==> config.mk <==
export PLATFORM = sky130hd
export DESIGN_NAME = regfile_sb
export DESIGN_NICKNAME = d
export VERILOG_FILES = /design/src/rtl/regfile_sb_pkg.sv /design/src/rtl/regfile_scoreboard.sv /design/src/rtl/regfile_sb.sv
export SDC_FILE = /design/constraint.sdc
export NUM_CORES = 1
export LEC_CHECK = 0
export ABC_AREA = 1
export CORE_MARGIN = 5
export CORE_UTILIZATION = 50
export DETAILED_ROUTE_END_ITERATION = 8
export HOLD_SLACK_MARGIN = 0.05
export PLACE_DENSITY = 0.71
export SLEW_MARGIN = 20
export SYNTH_ARGS = -nofsm -noshare
export SYNTH_HDL_FRONTEND = slang
export SYNTH_HIERARCHICAL = 1
export SYNTH_SLANG_ARGS = --single-unit
==> constraint.sdc <==
create_clock -name clk -period 4.3 [get_ports clk]
set_input_delay 0.645 -clock clk [delete_from_list [all_inputs] [get_ports clk]]
set_output_delay 0.645 -clock clk [all_outputs]
set_load 0.01 [all_outputs]
==> src/rtl/regfile_sb_pkg.sv <==
// regfile_sb_pkg: shared defaults, the count-update encoding and helper
// functions for the regfile_sb register file and its scoreboard.
package regfile_sb_pkg;

  localparam int RF_DEF_DATA_W   = 16;
  localparam int RF_DEF_NUM_REGS = 8;
  localparam int RF_DEF_NUM_RD   = 2;

  // Widest word the parity helper covers and widest busy vector popcount covers.
  localparam int RF_MAX_DATA_W   = 64;
  localparam int RF_MAX_REGS     = 64;

  // Pending-count update selected from {increment, decrement}.
  typedef enum logic [1:0] {
    CNT_HOLD = 2'b00,
    CNT_DEC  = 2'b01,
    CNT_INC  = 2'b10,
    CNT_BOTH = 2'b11
  } cnt_op_e;

  function automatic int rf_addr_w(input int n);
    return $clog2(n);
  endfunction

  // Even parity: the stored bit makes the total number of ones even.
  function automatic logic rf_parity(input logic [RF_MAX_DATA_W-1:0] d);
    return ^d;
  endfunction

  // Number of set bits in a busy vector (zero-extended to RF_MAX_REGS).
  function automatic logic [7:0] rf_popcount(input logic [RF_MAX_REGS-1:0] v);
    logic [7:0] c;
    c = 8'd0;
    for (int i = 0; i < RF_MAX_REGS; i++) begin
      c = c + {7'd0, v[i]};
    end
    return c;
  endfunction

endpackage

==> src/rtl/regfile_scoreboard.sv <==
// regfile_scoreboard: per-register write-pending bits for the issue stage.
// Issue sets a bit, writeback clears it, a same-cycle issue to the same
// register wins. pend_cnt tracks the number of set bits one step at a time.
module regfile_scoreboard
  import regfile_sb_pkg::*;
#(
  parameter int NUM_REGS = RF_DEF_NUM_REGS,
  parameter int R0_ZERO  = 1,
  localparam int ADDR_W  = rf_addr_w(NUM_REGS),
  localparam int CNT_W   = ADDR_W + 1
) (
  input  logic                clk,
  input  logic                rst,
  input  logic                iss_en,
  input  logic [ADDR_W-1:0]   iss_addr,
  input  logic                wr_en,
  input  logic [ADDR_W-1:0]   wr_addr,
  output logic [NUM_REGS-1:0] busy,
  output logic [CNT_W-1:0]    pend_cnt
);

  logic [NUM_REGS-1:0] busy_r;
  logic [NUM_REGS-1:0] busy_nxt_s;
  logic [NUM_REGS-1:0] set_s;
  logic [NUM_REGS-1:0] clr_s;
  logic [CNT_W-1:0]    cnt_r;
  logic [CNT_W-1:0]    cnt_nxt_s;
  logic                iss_ok_s;
  logic                inc_s;
  logic                dec_s;
  cnt_op_e             cnt_op_s;

  // An issue to a hardwired-zero R0 is ignored so R0 can never become busy.
  always_comb begin
    if ((R0_ZERO != 0) && (iss_addr == {ADDR_W{1'b0}})) begin
      iss_ok_s = 1'b0;
    end else begin
      iss_ok_s = iss_en;
    end
  end

  // Per-register set/clear decode; a set takes priority over a clear.
  always_comb begin
    set_s      = {NUM_REGS{1'b0}};
    clr_s      = {NUM_REGS{1'b0}};
    busy_nxt_s = busy_r;
    for (int i = 0; i < NUM_REGS; i++) begin
      set_s[i] = iss_ok_s && (iss_addr == ADDR_W'(i));
      clr_s[i] = wr_en && (wr_addr == ADDR_W'(i));
      if (set_s[i]) begin
        busy_nxt_s[i] = 1'b1;
      end else if (clr_s[i]) begin
        busy_nxt_s[i] = 1'b0;
      end else begin
        busy_nxt_s[i] = busy_r[i];
      end
    end
  end

  // Count delta: +1 when a free register goes busy, -1 when a busy register
  // retires without being reissued in the same cycle.
  always_comb begin
    inc_s    = iss_ok_s && !busy_r[iss_addr];
    dec_s    = wr_en && busy_r[wr_addr] && !(iss_ok_s && (iss_addr == wr_addr));
    cnt_op_s = cnt_op_e'({inc_s, dec_s});
    case (cnt_op_s)
      CNT_INC:  cnt_nxt_s = cnt_r + CNT_W'(1);
      CNT_DEC:  cnt_nxt_s = cnt_r - CNT_W'(1);
      CNT_HOLD: cnt_nxt_s = cnt_r;
      CNT_BOTH: cnt_nxt_s = cnt_r;
      default:  cnt_nxt_s = cnt_r;
    endcase
  end

  // Busy vector and pending count state; reset clears both.
  always_ff @(posedge clk or posedge rst) begin
    if (rst) begin
      busy_r <= {NUM_REGS{1'b0}};
      cnt_r  <= {CNT_W{1'b0}};
    end else begin
      busy_r <= busy_nxt_s;
      cnt_r  <= cnt_nxt_s;
    end
  end

  assign busy     = busy_r;
  assign pend_cnt = cnt_r;

endmodule

==> src/rtl/regfile_sb.sv <==
// regfile_sb: parametrised register file with same-cycle write bypass,
// optional hardwired-zero R0 and a write-pending scoreboard.
// Optional feature macro: REGFILE_SB_PARITY_EN adds per-register even parity
// (DATA_W up to 64) and the par_err output.
// NUM_REGS must be a power of two >= 2; NUM_RD is 1..4.
module regfile_sb
  import regfile_sb_pkg::*;
#(
  parameter int DATA_W   = RF_DEF_DATA_W,
  parameter int NUM_REGS = RF_DEF_NUM_REGS,
  parameter int NUM_RD   = RF_DEF_NUM_RD,
  parameter int R0_ZERO  = 1,
  localparam int ADDR_W  = rf_addr_w(NUM_REGS)
) (
  input  logic                     clk,
  input  logic                     rst,
  input  logic                     wr_en,
  input  logic [ADDR_W-1:0]        wr_addr,
  input  logic [DATA_W-1:0]        wr_data,
  input  logic                     iss_en,
  input  logic [ADDR_W-1:0]        iss_addr,
  input  logic [NUM_RD*ADDR_W-1:0] rd_addr,
  output logic [NUM_RD*DATA_W-1:0] rd_data,
  output logic [NUM_RD-1:0]        rd_busy,
`ifdef REGFILE_SB_PARITY_EN
  output logic [NUM_RD-1:0]        par_err,
`endif
  output logic [ADDR_W:0]          pend_cnt
);

  logic [DATA_W-1:0]   mem_r [NUM_REGS];
  logic [NUM_REGS-1:0] busy_s;
  logic                wr_ok_s;
  logic [ADDR_W-1:0]   ra_s [NUM_RD];
  logic [NUM_RD-1:0]   r0_hit_s;
  logic [NUM_RD-1:0]   byp_s;

  // A write to a hardwired-zero R0 is dropped before it reaches the array.
  always_comb begin
    if ((R0_ZERO != 0) && (wr_addr == {ADDR_W{1'b0}})) begin
      wr_ok_s = 1'b0;
    end else begin
      wr_ok_s = wr_en;
    end
  end

  // Register array; reset clears every entry.
  always_ff @(posedge clk or posedge rst) begin
    if (rst) begin
      for (int i = 0; i < NUM_REGS; i++) begin
        mem_r[i] <= {DATA_W{1'b0}};
      end
    end else if (wr_ok_s) begin
      mem_r[wr_addr] <= wr_data;
    end
  end

`ifdef REGFILE_SB_PARITY_EN
  logic [NUM_REGS-1:0] par_r;

  // Parity bit captured from the write data alongside each array write.
  always_ff @(posedge clk or posedge rst) begin
    if (rst) begin
      par_r <= {NUM_REGS{1'b0}};
    end else if (wr_ok_s) begin
      par_r[wr_addr] <= rf_parity(RF_MAX_DATA_W'(wr_data));
    end
  end
`endif

  regfile_scoreboard #(
    .NUM_REGS (NUM_REGS),
    .R0_ZERO  (R0_ZERO)
  ) u_scoreboard (
    .clk      (clk),
    .rst      (rst),
    .iss_en   (iss_en),
    .iss_addr (iss_addr),
    .wr_en    (wr_en),
    .wr_addr  (wr_addr),
    .busy     (busy_s),
    .pend_cnt (pend_cnt)
  );

  // Per-port read: R0 forces zero, a same-cycle write bypasses the array and
  // satisfies the busy check, otherwise the array and busy bit are looked up.
  always_comb begin
    rd_data  = {(NUM_RD*DATA_W){1'b0}};
    rd_busy  = {NUM_RD{1'b0}};
    r0_hit_s = {NUM_RD{1'b0}};
    byp_s    = {NUM_RD{1'b0}};
`ifdef REGFILE_SB_PARITY_EN
    par_err  = {NUM_RD{1'b0}};
`endif
    for (int k = 0; k < NUM_RD; k++) begin
      ra_s[k]     = rd_addr[k*ADDR_W +: ADDR_W];
      r0_hit_s[k] = (R0_ZERO != 0) && (ra_s[k] == {ADDR_W{1'b0}});
      byp_s[k]    = wr_en && (wr_addr == ra_s[k]);
      if (r0_hit_s[k]) begin
        rd_data[k*DATA_W +: DATA_W] = {DATA_W{1'b0}};
        rd_busy[k]                  = 1'b0;
      end else if (byp_s[k]) begin
        rd_data[k*DATA_W +: DATA_W] = wr_data;
        rd_busy[k]                  = 1'b0;
      end else begin
        rd_data[k*DATA_W +: DATA_W] = mem_r[ra_s[k]];
        rd_busy[k]                  = busy_s[ra_s[k]];
`ifdef REGFILE_SB_PARITY_EN
        par_err[k] = par_r[ra_s[k]] ^ rf_parity(RF_MAX_DATA_W'(mem_r[ra_s[k]]));
`endif
      end
    end
  end

endmodule

==> impl_metrics.toml, run 1 <==
[drt]
routed_via_density = 5.59
drt_pre_antenna_iters = 6
post_drt_wl_per_cell_um = 17.3
drt_iter0_markers = 926
ant_nets = 0
num_vias = 8846
drc = 0
drt_wl_total_um = 27400

[run_status]
status = "completed"

[die]
die_w_um = 142
fp-row-count = 48
die-area_um2 = 20200
ios = 70
start_util_pct = 50.7
core_area_um2 = 17200
die_y_um = 142

[timing]
worst_hold_slack_ns = 0.401
hold_viol = 0
finalSetupTns_ns = 0
slew-limit-headroom_pct = 42.2
slew_viol_final = 0
tightest_slew_ns = 0.867
post-route-period-util_pct = 87.9
finClkSkew_ns = 0.00298
fmax_ghz = 0.265
rsz0062_at_grt = "no"
period_needed_ns = 3.78
setup_viol = 0

[yosys]
synthCells = 1330
synth_cell_type_count = 32
synth_top_area_share_pct = 40.2
synth_warnings = 6
yosys_register_bits = 140
synth.area.top_cells = "dfrtp_1 40%, nand2_1 22%, nand3_1 12%"
yosysMostFrequentCell = "nand2_1"
ys.flop_type = "dfrtp_1"
synthesis.area_um2 = 8710
syn-num-nets = 1365
synth_top_area_cell = "dfrtp_1"
synth_edf_count = 0
syn_avg_cell_area_um2 = 6.55
synthArstFlopShare_pct = 100
synth_common_cells = "519 x nand2_1, 211 x nand3_1, 140 x dfrtp_1"
yosysSeqAreaShare_pct = 40.2

[power]
cellInternalPower_uw = 2920
p_sw_uw = 1420
seq_power_share_pct = 40.2
clkPwrFrac_pct = 34.6
switching_share_pct = 32.8
combPwrFrac_pct = 25.2
power_uw = 4350
vdd_drop_max_mv = 0.318
powerDensity_nw_per_um2 = 434
p_leak_uw = 0.00503

[clock_tree]
cts_hold_repair.buffers = 0
cts_setup_buffers = 0
cts_sinks = 140
path_clk_slew_ns = 0.06
clock_latency_ns = 0.42
clk_path_buf_depth = 2
cts_resized = 0
cts_made_buffers = 17
htreeDepth = 4
cts.root.buffer_cell = "clkbuf_16"
cts_tree = "built"

[grt]
grt_pass1_vias = 8614
grt_max_degree = 71
grt_overflow = 0
antenna_found_initial = 0
grt_usage_pct = 27.9
grt_pass1_wl_um = 44700

[layout]
drive_gt1_share_pct = 7.52
diodes = 0
design_area_um2 = 10000
finalNonFillerCells = 1582
nets = 1379
multi_input_area_um2 = 4510
regArea_um2 = 3500
synthToLayoutAreaGrowth_pct = 15.2
fillers = 1701

[place]
portBuffers = 69
detailed_place.area_um2 = 9430
gp_congestion = 0.922
place_hpwl_um = 17200
dp_cells = 1550

[worst_setup_path]
crit_type = "in -> out"
startpoint_type = "input pin"
worstPathRequired_ns = 3.65
cp.arrival_ns = 3.13
endpoint_kind = "output port"
cp_max_fo = 17

[hold_path]
hp-class = "reg -> reg"

[flow_run]
drv_cap = 0
-- through the flow --
| stage | util (%) | worst slack (ns) |
|---|---|---|
| 2_1_floorplan | - | 0.242 |
| 3_3_place_gp | 54.9 | 0.608 |
| 3_5_place_dp | 54.9 | 0.572 |
| 4_1_cts | 58.4 | 0.566 |
| 5_1_grt | 58.4 | 0.435 |
| 6_report | 58.4 | 0.520 |
-- power by group through the flow --
stage	clock [uW]	combinational, uW	sequential [uW]
4_1_cts	1520	1090	1740
3_5_place_dp	0	1090	1770
5_1_grt	1580	1240	1790
6_report	1510	1090	1750
2_1_floorplan	0	724	1730
3_3_place_gp	0	1070	1760
-- registers in the layout, indices dropped and copies added, names as in the netlist --
signal	cells
u_scoreboard/pend_cnt	4
mem_r	128
u_scoreboard/busy	8
-- worst max-delay path, stage by stage --
cell	delay [ns]
clkdlybuf4s50_1	0.81
inv_2	0.18
nand2_1	0.09
nand2_1	0.08
nor2_4	0.16
nand2_4	0.22
nand2_1	0.13
nor2_1	0.05
nor2_1	0.18
clkdlybuf4s50_1	0.58
-- final cells by class --
cell class | count | share of cell area [%]
Inverter | 61 | 2.31
Clock inverter | 13 | 1.66
Sequential cell | 140 | 34.9
Clock buffer | 19 | 4.32
Multi-Input combinational cell | 1028 | 44.9
Tap cell | 225 | 2.81
Timing Repair Buffer | 96 | 9.06
-- path summary, 6_finish.rpt --
| kind | startpoint | end | slack [ns] | cells after the start |
|---|---|---|---|---|
| hold / removal | mem_r[114] | mem_r[114] | 0.40 | 0 |
| setup reg to reg | u_scoreboard/busy[3] | u_scoreboard/pend_cnt[2] | 2.21 | 14 |
| hold reg to reg | mem_r[114] | mem_r[114] | 0.40 | 0 |
| min in group asynchronous | rst | u_scoreboard/busy[1] | 0.62 | 2 |
| max in group asynchronous | rst | mem_r[91] | 2.60 | 3 |
| setup / recovery | wr_addr[2] | rd_data[26] | 0.52 | 10 |
-- layout by cell type, fill, tap and decap left out, types with 2 or more instances in the layout --
cell             netlist  routed
a21oi_1               19      19
buf_12                 0       2
buf_2                 31       2
buf_4                  6      25
bufinv_16              0       3
clkbuf_1              56       2
clkbuf_16              0      17
clkdlybuf4s50_1        0      67
clkinv_2               0       2
clkinv_4               0       3
clkinvlp_4             0       3
dfrtp_1              140     140
ha_1                   3       3
inv_1                 49      48
inv_2                 12      12
inv_6                  0       2
nand2_1              519     517
nand2_2                4       6
nand2_4                2       2
nand3_1              211     211
nand4_1                2       2
nor2_1               118     118
nor2_2                12      12
nor2_4                 5       5
o21ai_0              112     112
o21ai_1                5       5
o21ai_2                2       2
xnor2_1                5       5
-- layer usage --
metal | vias to the layer above | share of wire, % | track usage [%]
li1 | 4266 | - | -
met4 | 0 | 2.4 | 10.4
met2 | 444 | 46 | 45.9
met5 | - | 0 | 0
met1 | 4084 | 43 | 36.7
met3 | 52 | 8.7 | 5.71
-- cells by family after synthesis --
family                     share of synthesized area, %
AOI/OAI and AO/OA                                  8.42
and+or+nand+nor                                    42.2
adders and majority gates                         0.431
buffers and inverters                              8.13
DFF                                                40.2
xor gates and xnor gates                          0.604
No activity file was read; power rests on OpenSTA's default activity.
==> inputs of run 2 (changes only) <==
--- a/config.mk
+++ b/config.mk
@@ -6,8 +6,10 @@
 export NUM_CORES = 1
 export LEC_CHECK = 0
 export ABC_AREA = 1
+export CAP_MARGIN = 10
 export CORE_MARGIN = 5
 export CORE_UTILIZATION = 50
+export CTS_CLUSTER_SIZE = 20
 export DETAILED_ROUTE_END_ITERATION = 8
 export HOLD_SLACK_MARGIN = 0.05
 export PLACE_DENSITY = 0.71
==> results of run 2 <==
No change in the layout: final DEF, timing and power equal those of run 1.
==> inputs of run 3 (changes only) <==
--- a/config.mk
+++ b/config.mk
@@ -7,12 +7,14 @@
 export LEC_CHECK = 0
 export ABC_AREA = 1
 export CAP_MARGIN = 10
+export CELL_PAD_IN_SITES_DETAIL_PLACEMENT = 1
+export CELL_PAD_IN_SITES_GLOBAL_PLACEMENT = 2
 export CORE_MARGIN = 5
-export CORE_UTILIZATION = 50
+export CORE_UTILIZATION = 29
 export CTS_CLUSTER_SIZE = 20
 export DETAILED_ROUTE_END_ITERATION = 8
 export HOLD_SLACK_MARGIN = 0.05
-export PLACE_DENSITY = 0.71
+export PLACE_DENSITY = 0.74
 export SLEW_MARGIN = 20
 export SYNTH_ARGS = -nofsm -noshare
 export SYNTH_HDL_FRONTEND = slang
==> impl_metrics.toml, run 3 (synthesis gave the netlist of run 1 again) <==
[power]
powerDensity_nw_per_um2 = 440
power_uw = 4560
vdd_drop_max_mv = 0.190
p_leak_uw = 0.00510

[worst_setup_path]
worstPathRequired_ns = 3.65
cp_max_fo = 15
r2r_start = "u_scoreboard/busy[3]"
startpoint_type = "input pin"
cp-startpoint = "wr_addr[2]"
r2r_cells = 14
endpoint_kind = "output port"
cp.arrival_ns = 3.23
crit_type = "in -> out"

[timing]
rsz0062_at_grt = "no"
slew-limit-headroom_pct = 45.1
finClkSkew_ns = 0.00515
post-route-period-util_pct = 90.2
period_needed_ns = 3.88
hold_viol = 0
slew_viol_final = 0
fmax_ghz = 0.258
tightest_slew_ns = 0.822
finalSetupTns_ns = 0
worst_hold_slack_ns = 0.403
setup_viol = 0

[place]
dp_cells = 1722
place_hpwl_um = 22100
portBuffers = 69
gp_congestion = 0.804

[hold_path]
hp-class = "reg -> reg"
hp-start = "mem_r[123]"
holdPathStages = 0

[die]
die-area_um2 = 33600
die_y_um = 183
ios = 70
fp-row-count = 63
core_area_um2 = 29600
die_w_um = 183
start_util_pct = 29.4

[drt]
drt_wl_total_um = 34800
routed_via_density = 5.01
drt_pre_antenna_iters = 4
drc = 0
num_vias = 8791
post_drt_wl_per_cell_um = 19.9
drt_iter0_markers = 547
ant_nets = 0

[layout]
fillers = 3764
multi_input_area_um2 = 4500
drive_gt1_share_pct = 8.14
nets = 1386
finalNonFillerCells = 1754
top_register = "mem_r"
synthToLayoutAreaGrowth_pct = 19.1
regArea_um2 = 3500
diodes = 0
final_common_cell = "nand2_1"
final_cell_mix = "519 x nand2_1, 211 x nand3_1, 140 x dfrtp_1"
largest_reg_flops = 128

[grt]
grt_pass1_vias = 8939
grt_max_degree = 71
grt_pass1_wl_um = 54900
antenna_found_initial = 0
grt_overflow = 0
grt_usage_pct = 21.0

[clock_tree]
cts.root.buffer_cell = "clkbuf_16"
cts_resized = 0
cts_made_buffers = 17
cts_tree = "built"
clock_latency_ns = 0.42
htreeDepth = 4
clk_path_buf_depth = 2
cts_hold_repair.buffers = 0
cts_sinks = 140
path_clk_slew_ns = 0.06
cts_setup_buffers = 0

[flow_run]
drv_cap = 0

[run_status]
status = "completed"
==> run 3: changes by cell type in the layout (fill, tap and decap cells not counted), sizes merged <==
cell / previous run / this run
buf: 29 / 38
clkbuf: 19 / 22
clkinv: 5 / 2
clkdlybuf4s50: 67 / 65
inv: 63 / 61
bufinv: 3 / 4
clkinvlp: 3 / 4
==> run 3: area by class of cell <==
cell class | count | share of cell area, %
Clock buffer | 22 | 4.77
Inverter | 61 | 2.23
Sequential cell | 140 | 33.8
Tap cell | 390 | 4.71
Clock inverter | 10 | 1.54
Timing Repair Buffer | 103 | 9.54
Multi-Input combinational cell | 1028 | 43.4
==> run 3: power breakdown <==
part | total [uW] | switching [uW] | internal [uW] | leakage [uW]
sequential | 1760 | 206 | 1550 | 0.00176
combinational | 1140 | 676 | 463 | 0.00303
clock | 1660 | 614 | 1050 | 0.000310
total | 4560 | 1500 | 3060 | 0.00510
==> run 3: path summary, 6_finish.rpt <==
| kind | end | slack (ns) |
|---|---|---|
| worst max register to register | u_scoreboard/pend_cnt[2] | 2.23 |
| max in group asynchronous | mem_r[109] | 2.75 |
| worst min register to register | mem_r[123] | 0.40 |
| worst max-delay path | rd_data[15] | 0.42 |
| min in group asynchronous | u_scoreboard/pend_cnt[3] | 0.65 |
| worst min-delay path | mem_r[123] | 0.40 |
==> run 3: per-layer routing <==
| layer | part of all wire [%] | vias up | GRT usage, % | wire, um |
|---|---|---|---|---|
| met3 | 3.8 | 23 | 3.03 | 1320 |
| met5 | 0 | - | 0 | 0 |
| li1 | - | 4268 | - | - |
| met1 | 49 | 4315 | 30.7 | 17200 |
| met2 | 46 | 185 | 33.4 | 16000 |
| met4 | 0.95 | 0 | 3.75 | 331 |
==> run 3: critical path, cell delays in order <==
cell and delay [ns]:
clkdlybuf4s50_1 0.78, inv_2 0.16, nand2_1 0.09, nand2_1 0.09, nor2_4 0.17, nand2_4 0.21
nand2_1 0.13, nor2_1 0.06, nor2_1 0.27, clkdlybuf4s50_1 0.61
==> run 3: through the flow <==
stage	util, %	setup WS [ns]	area [um2]
final	35.0	0.423	10400
after global routing	35.0	0.235	10400
after CTS	35.0	0.457	10400
after detailed placement	32.8	0.461	9710
after global placement	32.8	0.420	9710
after floorplan	-	0.242	8710
